### src/rtl/i8out_pack.sv
// Output packer for the int8 conv datapath: captures NP-lane result groups
// into a small FIFO and drains them as single-byte writes under backpressure.
module i8out_pack #(
  parameter int NP    = 4,
  parameter int DEPTH = 4,
  parameter int AW    = 24
) (
  input  logic            clk,
  input  logic            xreset,
  input  logic            acvalid,
  input  logic [NP*8-1:0] accd,
  input  logic [NP-1:0]   lane_en,
  input  logic [AW-1:0]   oaddr,
  input  logic [15:0]     ostride,
  input  logic            mem_rdy,
  output logic            mem_wen,
  output logic [AW-1:0]   mem_adr,
  output logic [7:0]      mem_wdata,
  output logic            busy,
  output logic            ovf
);
  localparam int PW = $clog2(DEPTH);
  localparam int CW = $clog2(DEPTH + 1);
  localparam int LW = (NP > 1) ? $clog2(NP) : 1;

  typedef enum logic {IDLE, WRITE} st_t;

  logic [NP-1:0][7:0] dat_q [DEPTH];
  logic [NP-1:0]      en_q  [DEPTH];
  logic [AW-1:0]      adr_q [DEPTH];

  logic [PW-1:0] wp_q, rp_q, rp_nx, sel_ptr;
  logic [CW-1:0] cnt_q, cnt_d;
  st_t           st_q, st_d;
  logic [LW-1:0] lane_q, sel_lane, cur_lane, nx_lane;
  logic          wen_q, wen_d, busy_q, busy_d, ovf_q;
  logic [AW-1:0] madr_q, madr_d;
  logic [7:0]    mdat_q, mdat_d;
  logic          push, pop, full, load, cur_hit, nx_hit;
  logic [31:0]   prod;
  int            start;

  // Lowest enabled lane at or above 'from'; MSB flags a hit.
  function automatic logic [LW:0] first_en(input logic [NP-1:0] en, input int from);
    logic [LW:0] r;
    r = '0;
    for (int k = NP - 1; k >= 0; k--)
      if (en[k] && k >= from) r = {1'b1, LW'(k)};
    return r;
  endfunction

  assign rp_nx = rp_q + PW'(1);
  assign full  = (cnt_q == CW'(DEPTH));

  always_comb begin
    start = 0;
    if (st_q == WRITE) start = int'(lane_q) + 1;
  end

  assign {cur_hit, cur_lane} = first_en(en_q[rp_q], start);
  assign {nx_hit, nx_lane}   = first_en(en_q[rp_nx], 0);

  always_comb begin
    st_d     = st_q;
    pop      = 1'b0;
    load     = 1'b0;
    sel_ptr  = rp_q;
    sel_lane = cur_lane;
    case (st_q)
      IDLE: if (cnt_q != '0) begin
        if (cur_hit) begin
          st_d = WRITE;
          load = 1'b1;
        end else begin
          pop = 1'b1;
        end
      end
      WRITE: if (mem_rdy) begin
        if (cur_hit) begin
          load = 1'b1;
        end else begin
          // Last lane retired: chain straight into the next entry when it has work.
          pop = 1'b1;
          if (cnt_q > CW'(1) && nx_hit) begin
            load     = 1'b1;
            sel_ptr  = rp_nx;
            sel_lane = nx_lane;
          end else begin
            st_d = IDLE;
          end
        end
      end
      default: st_d = IDLE;
    endcase
  end

  assign prod   = {{(32-LW){1'b0}}, sel_lane} * {16'b0, ostride};
  assign madr_d = load ? adr_q[sel_ptr] + AW'(prod) : madr_q;
  assign mdat_d = load ? dat_q[sel_ptr][sel_lane] : mdat_q;
  assign wen_d  = (st_d == WRITE);
  assign push   = acvalid && (!full || pop);
  assign cnt_d  = cnt_q + CW'(push) - CW'(pop);
  assign busy_d = (cnt_d != '0) || wen_d;

  always_ff @(posedge clk) begin
    if (!xreset) begin
      st_q   <= IDLE;
      wp_q   <= '0;
      rp_q   <= '0;
      cnt_q  <= '0;
      lane_q <= '0;
      wen_q  <= 1'b0;
      madr_q <= '0;
      mdat_q <= '0;
      busy_q <= 1'b0;
      ovf_q  <= 1'b0;
    end else begin
      st_q   <= st_d;
      cnt_q  <= cnt_d;
      wen_q  <= wen_d;
      madr_q <= madr_d;
      mdat_q <= mdat_d;
      busy_q <= busy_d;
      if (load) lane_q <= sel_lane;
      if (push) wp_q <= wp_q + PW'(1);
      if (pop)  rp_q <= rp_nx;
      if (acvalid && full && !pop) ovf_q <= 1'b1;
    end
  end

  always_ff @(posedge clk) begin
    if (push) begin
      dat_q[wp_q] <= accd;
      en_q[wp_q]  <= lane_en;
      adr_q[wp_q] <= oaddr;
    end
  end

  assign mem_wen   = wen_q;
  assign mem_adr   = madr_q;
  assign mem_wdata = mdat_q;
  assign busy      = busy_q;
  assign ovf       = ovf_q;

endmodule
### config.mk
export PLATFORM = sky130hd
export DESIGN_NAME = i8out_pack
export DESIGN_NICKNAME = d
export VERILOG_FILES = /design/src/rtl/i8out_pack.sv
export SDC_FILE = /design/constraint.sdc
export NUM_CORES = 1
export LEC_CHECK = 0
export CAP_MARGIN = 20
export CORE_MARGIN = 5
export CORE_UTILIZATION = 52
export DETAILED_ROUTE_END_ITERATION = 8
export PLACE_DENSITY = 0.84
export SETUP_SLACK_MARGIN = 0.15
export SLEW_MARGIN = 20
export SYNTH_ARGS = -nofsm -noshare
export SYNTH_HDL_FRONTEND = slang
export SYNTH_SLANG_ARGS = --single-unit
### constraint.sdc
create_clock -name clk -period 6.5 [get_ports clk]
set_clock_uncertainty 0.2 [all_clocks]
set_input_delay 1.625 -clock clk [delete_from_list [all_inputs] [get_ports clk]]
set_output_delay 1.625 -clock clk [all_outputs]
set_load 0.01 [all_outputs]
=== Yosys cells after proc, flatten, opt, wreduce, memory -nomap -nowiden ===
Memories as Yosys holds them, arrays and structs flattened. A register that Yosys moved wholly into a read port is not among the register bits.
Cells that the tools add are included.
W data, S select, Z words.

* Bits in latches: 0
* Bits in registers: 44
* RAM bits: 240
* Input port bits: 80
* Output and inout bits: 35
* Memories kept: 3
* Bits in read-only memories: 0
* Word-level logic and storage cells: 76

* Shift-type cells: 0
* Divide/modulo/power cells: 0
* Multiplexer cells: 35
* $lt $le $gt $ge: 6
* $mul: 1
* Equality and inequality tests: 1
* Add/sub/neg operators: 6
* Bitwise logic cells: 1
* Reduce and logical (&&, ||, !) cells: 14

{| class="wikitable"
|+ Memories
! name !! words !! width !! read ports !! clocked after memory_dff !! wr ports !! line !! RTL
|-
| dat_q || 4 || 32 || 1 || 0 || 1 || 28 || <nowiki>logic [NP-1:0][7:0] dat_q [DEPTH];</nowiki>
|-
| adr_q || 4 || 24 || 1 || 0 || 1 || 30 || <nowiki>logic [AW-1:0] adr_q [DEPTH];</nowiki>
|-
| en_q || 4 || 4 || 2 || 1 || 1 || 29 || <nowiki>logic [NP-1:0] en_q [DEPTH];</nowiki>
|}

{| class="wikitable"
|+ Operators by type and width
! operator !! count
|-
| $ge A3 B32 Y1 const A || 2
|-
| $ge A1 B32 Y1 const A || 1
|-
| $ge A2 B32 Y1 const A || 1
|-
| $mux W32 || 1
|-
| $add A24 B18 Y24 || 1
|-
| $mux W3 || 8
|-
| $mux W2 || 10
|-
| $mul A2 B16 Y18 || 1
|-
| $bmux W8 S2 || 1
|-
| $mux W1 || 11
|-
| $logic_and A1 B1 Y1 || 8
|-
| $mux W8 || 1
|-
| $pmux W1 S2 || 3
|-
| $reduce_bool A3 Y1 || 2
|-
| $add A2 B1 Y2 const B || 2
|-
| $add A2 B1 Y3 const B || 1
|-
| $add A3 B1 Y3 || 1
|-
| $eq A3 B3 Y1 const B || 1
|-
| $gt A3 B1 Y1 const B || 1
|-
| $lt A2 B3 Y1 const B || 1
|-
| $sub A3 B1 Y3 || 1
|-
| $logic_not A1 Y1 || 2
|-
| $logic_or A1 B1 Y1 || 2
|-
| $not A1 Y1 || 1
|}

=== Longest topological paths before layout ===
* Depth in word-level cells: 17
* Depth in mapped cells: 23
* Mapped depth without buffers: 21

=== Worst setup path after synthesis ===
Ideal clock, no wire load.

* Path type: input port to flip-flop
* From: input port mem_rdy
* To: register madr_q[23], in the netlist mem_adr[23]
* Buffers on the path: 2
* Cell stages on the path: 19
* Data required time: 6226 ps
* Path slack: -347 ps
* Setup time: 74 ps
* Data arrival time: 6573 ps
* Path through: nand2_1 > or4b_4 > nor2_4 > xnor2_4 > clkbuf_1 > clkbuf_1 > mux4_2 > fa_1 > ha_1 > inv_1 > fa_1 > nand2b_1 > a21boi_0 > o211ai_1 > a21oi_1 > nor3_1 > or2_2 > or4_1 > a31oi_1

* Cells in the longest elaborated chain, start to end: 4
* Elaborated cells between the ends (all ways): 9
* Classes of those cells: add/sub (1); mul (1); mux (6); memory (1)

{| class="wikitable"
|+ Ends and longest elaborated chain
! item !! line !! RTL
|-
| start, declared || 15 || <nowiki>input logic mem_rdy,</nowiki>
|-
| $mux W2 || 78 || <nowiki>WRITE: if (mem_rdy) begin</nowiki>
|-
| $mux W2 || 69 || <nowiki>case (st_q)</nowiki>
|-
| $mul A2 B16 Y18 / $mem_v2 Z4 W24 (equally long branches) || - ||
|-
| $add A24 B18 Y24 || 98 || <nowiki>assign madr_d = load ? adr_q[sel_ptr] + AW'(prod) : madr_q;</nowiki>
|-
| end signal, assigned || 121 || <nowiki>madr_q <= madr_d;</nowiki>
|-
| end, declared || 37 || <nowiki>logic [AW-1:0] madr_q, madr_d;</nowiki>
|}

Parallel ways exist; a longest one is shown, timed or not.
A chain may end at the register's enable or synchronous reset.

=== Final worst setup path ===
* From: input port mem_rdy
* To: register madr_q[17], in the netlist mem_adr[17]

The elaborated chain is that of the path after synthesis.

==> flow_summary.yaml <==
detailed_routing:
  ant_nets: 0
  wl_per_cell_um: 20.88
  routed_via_density: 5.605
  drtPass1Iterations: 5
  route.detailed.drc: 0
  vias: 7298
  drt_iter0_drc: 651
  wirelength_mm: 27.19
setup_path:
  worst_path_largest_cell_delay_ps: 560
  critPathBufInv: 5
  required_ps: 6730
  crit_path_start: "mem_rdy"
  rr_worst_depth: 18
  end_kind: "flop"
  path_cells: "clkdlybuf4s50_1 -> nand2_1 -> or4b_4 -> nor2_4 -> xnor2_4 -> buf_4 -> mux4_2 -> inv_1 -> fa_1 -> inv_1 -> ha_1 -> o21a_1 -> a21boi_2 -> o211ai_1 -> a21oi_2 -> buf_4 -> o31ai_1 -> a21oi_1 -> a31oi_1 -> nor3_1 -> o31a_1"
  path_delay_family: "compound AO/OA/AOI/OAI gates"
  critPathSlowestCell: "or4b_4"
  arrival_ps: 6350
  cp_max_fo: 5
  start_kind: "input pin"
  critical_path_depth: 21
  reg2reg_from: "rp_q[0]"
  critPathKind: "input pin to flop"
timing:
  setup_viol: 0
  rsz0062_at_grt: "true"
  timing.fmax_mhz: 163.3
  worstMarginPinSlew_ps: 1046
  finalCriticalPeriod_ps: 6125
  fin_crit_sh: 0.9423
  hold_viol: 0
  slew_headroom: 0.3026
  slew_violations: 0
logic_synthesis:
  avgSynthCellArea_um2: 15.56
  ys_async_sr_fraction: 0
  synth-edff-count: 240
  synth.distinct_cells: 59
  synth_commonest_cells: "edfxtp_1, nand2_1, mux4_2"
  synth_area_leaders: "edfxtp_1, mux4_2, dfxtp_1, nand2_1, fa_1"
  yosysMostFrequentCell: "edfxtp_1"
  ys.warnings.count: 0
  synth_top_flop_cell: "edfxtp_1"
  syn_inst: 803
  synth.largest_area_cell: "edfxtp_1"
  ys_ff_latch: 286
  syn_area_um2: 12500
  synth_seq_area_share: 0.6504
  netlist.area_leader.share: 0.5767
  synth_nets: 927
power_and_ir_drop:
  p_per_area_nw_per_um2: 403.8
  power_mw: 6.153
  p_leak_nw: 5.559
  vdd_drop_max_mv: 0.2569
grt:
  grt_pass1_wl_mm: 42.50
  grt_usage: 0.2036
  grt_max_degree: 61
  gr-total-overflow: 0
  grt_pass1_vias: 7757
  grt_antenna_before_repair: 4
min_path:
  hold_path_depth: 2
  hp-class: "flop to flop"
  worstHoldStart: "mem_adr[10]"
die:
  io-pin-count: 115
  dieArea_um2: 27230
  placeableCoreArea_um2: 23540
  start_util: 0.5308
  die_h_um: 165.0
  row_count: 56
  die_w_um: 165.0
place:
  dpl.hpwl_mm: 18.49
  dp.cells: 1249
  dpl_cell_area_um2: 14260
  portBuffers: 114
  routabilityCongestion: 0.8411
finish:
  drive_gt1_frac: 0.1823
  nNetsFinal: 1084
  fillers: 1674
  area_growth_pct: 21.94
  stdcell_count: 1302
  fin_area_um2: 15240
clocking:
  clk_latency_ps: 550
  cts.clk_slew.worst_paths_ps: 60
  cts_buffer_depth: 3
  cts.sinks: 286
  cts_root_buf: "clkbuf_16"
  tritoncts: "done"
  cts_buffers: 28
  ctsHtreeMaxLevel: 1
flow_run:
  drv_cap: 0
run_status:
  outcome: "finished, final reports clean"
per-stage QoR:
step                  util  setup WS [ps]  setup TNS [ps]  hold slack (ps)
floorplan                -          157.1               0            235.6
global placement    0.6059         -2.830          -5.327            240.8
detailed placement  0.6059         -112.1          -289.6            247.7
CTS                 0.6460          345.0               0            256.6
global route        0.6473          130.8               0            288.9
finish              0.6473          375.2               0            254.8
layout make-up:
type / instances / area [um2] / share of cell area
inverters: 61 / 229.0 / 0.01503
flip-flops and latches: 286 / 8128 / 0.5334
clock buffers: 46 / 862.1 / 0.05657
multi-input cells: 425 / 4046 / 0.2655
repair buffers: 158 / 1488 / 0.09763
well taps: 319 / 399.1 / 0.02619
clock inverters: 6 / 83.83 / 0.005501
diodes: 1 / 2.502 / 0.0001642
worst reg2reg max path, delay by kind of cell, from the launching register on:
family,cells,cell delay [ps]
AND/OR/NAND/NOR,7,1770
adder cells (fa/ha/maj),3,1050
flip-flops,1,650
buffers and inverters,1,60
multiplexers,2,1210
XOR/XNOR,1,340
AO/OA/AOI/OAI,4,690
logic make-up (layout without fill, tap and decap cells):
| family | count (synthesis) | count (layout) | synth area share |
|---|---|---|---|
| compound gates | 86 | 86 | 0.04405 |
| xor+xnor | 19 | 19 | 0.01482 |
| fa+ha+maj | 44 | 44 | 0.05427 |
| buf+inv | 92 | 271 | 0.03024 |
| flops | 286 | 286 | 0.6504 |
| mux | 78 | 78 | 0.1312 |
| other cells | 0 | 1 | 0 |
| simple gates | 198 | 198 | 0.07509 |
power by group:
part / total, mW / switching [mW] / internal, mW
registers: 2.35 / 0.109 / 2.24
clock network: 1.62 / 0.668 / 0.948
logic: 2.19 / 1.18 / 1.01
total: 6.15 / 1.96 / 4.19
layout by cell type (no fill, tap or decap), types with 7 or more instances in the layout:
cell type and n:
a21oi_1 33, and2_1 8, buf_4 42, clkbuf_1 8, clkbuf_16 29, clkbuf_8 7
clkdlybuf4s50_1 114, dfxtp_1 46, edfxtp_1 240, fa_1 17, ha_1 27, inv_1 61
mux2i_1 9, mux4_2 63, nand2_1 94, nand3_1 13, nor2_1 30, nor3_1 8
o21ai_0 9, xnor2_1 9, xor2_1 8
state kept, by name, indices dropped and copies added, names as in the netlist, 2 cells and up, named ones only:
name,flops
mem_adr,24
cnt_q,3
en_q,16
wp_q,2
mem_wdata,8
rp_q,2
lane_q,2
adr_q,96
dat_q,128
routing by layer:
metal	wire, um	up-vias	global-route usage
met2	13790	235	0.3576
met5	35	-	0
met1	10920	3659	0.2632
met4	631	6	0.04802
li1	-	3346	-
met3	1804	52	0.03993
worst paths after layout:
path,endpoint,slack [ps]
setup reg to reg,mem_adr[23],460
setup / recovery,mem_adr[17],380
hold reg to reg,mem_adr[10],250
hold / removal,mem_adr[10],250
what timing repair did:
| action | in CTS | in global routing |
|---|---|---|
| setup buffers | 0 | 0 |
| hold buffers | 0 | 0 |
| gates resized for setup | 0 | 6 |
| setup endpoints to repair | 0 | 3 |
(Power assumes the default switching activity.)
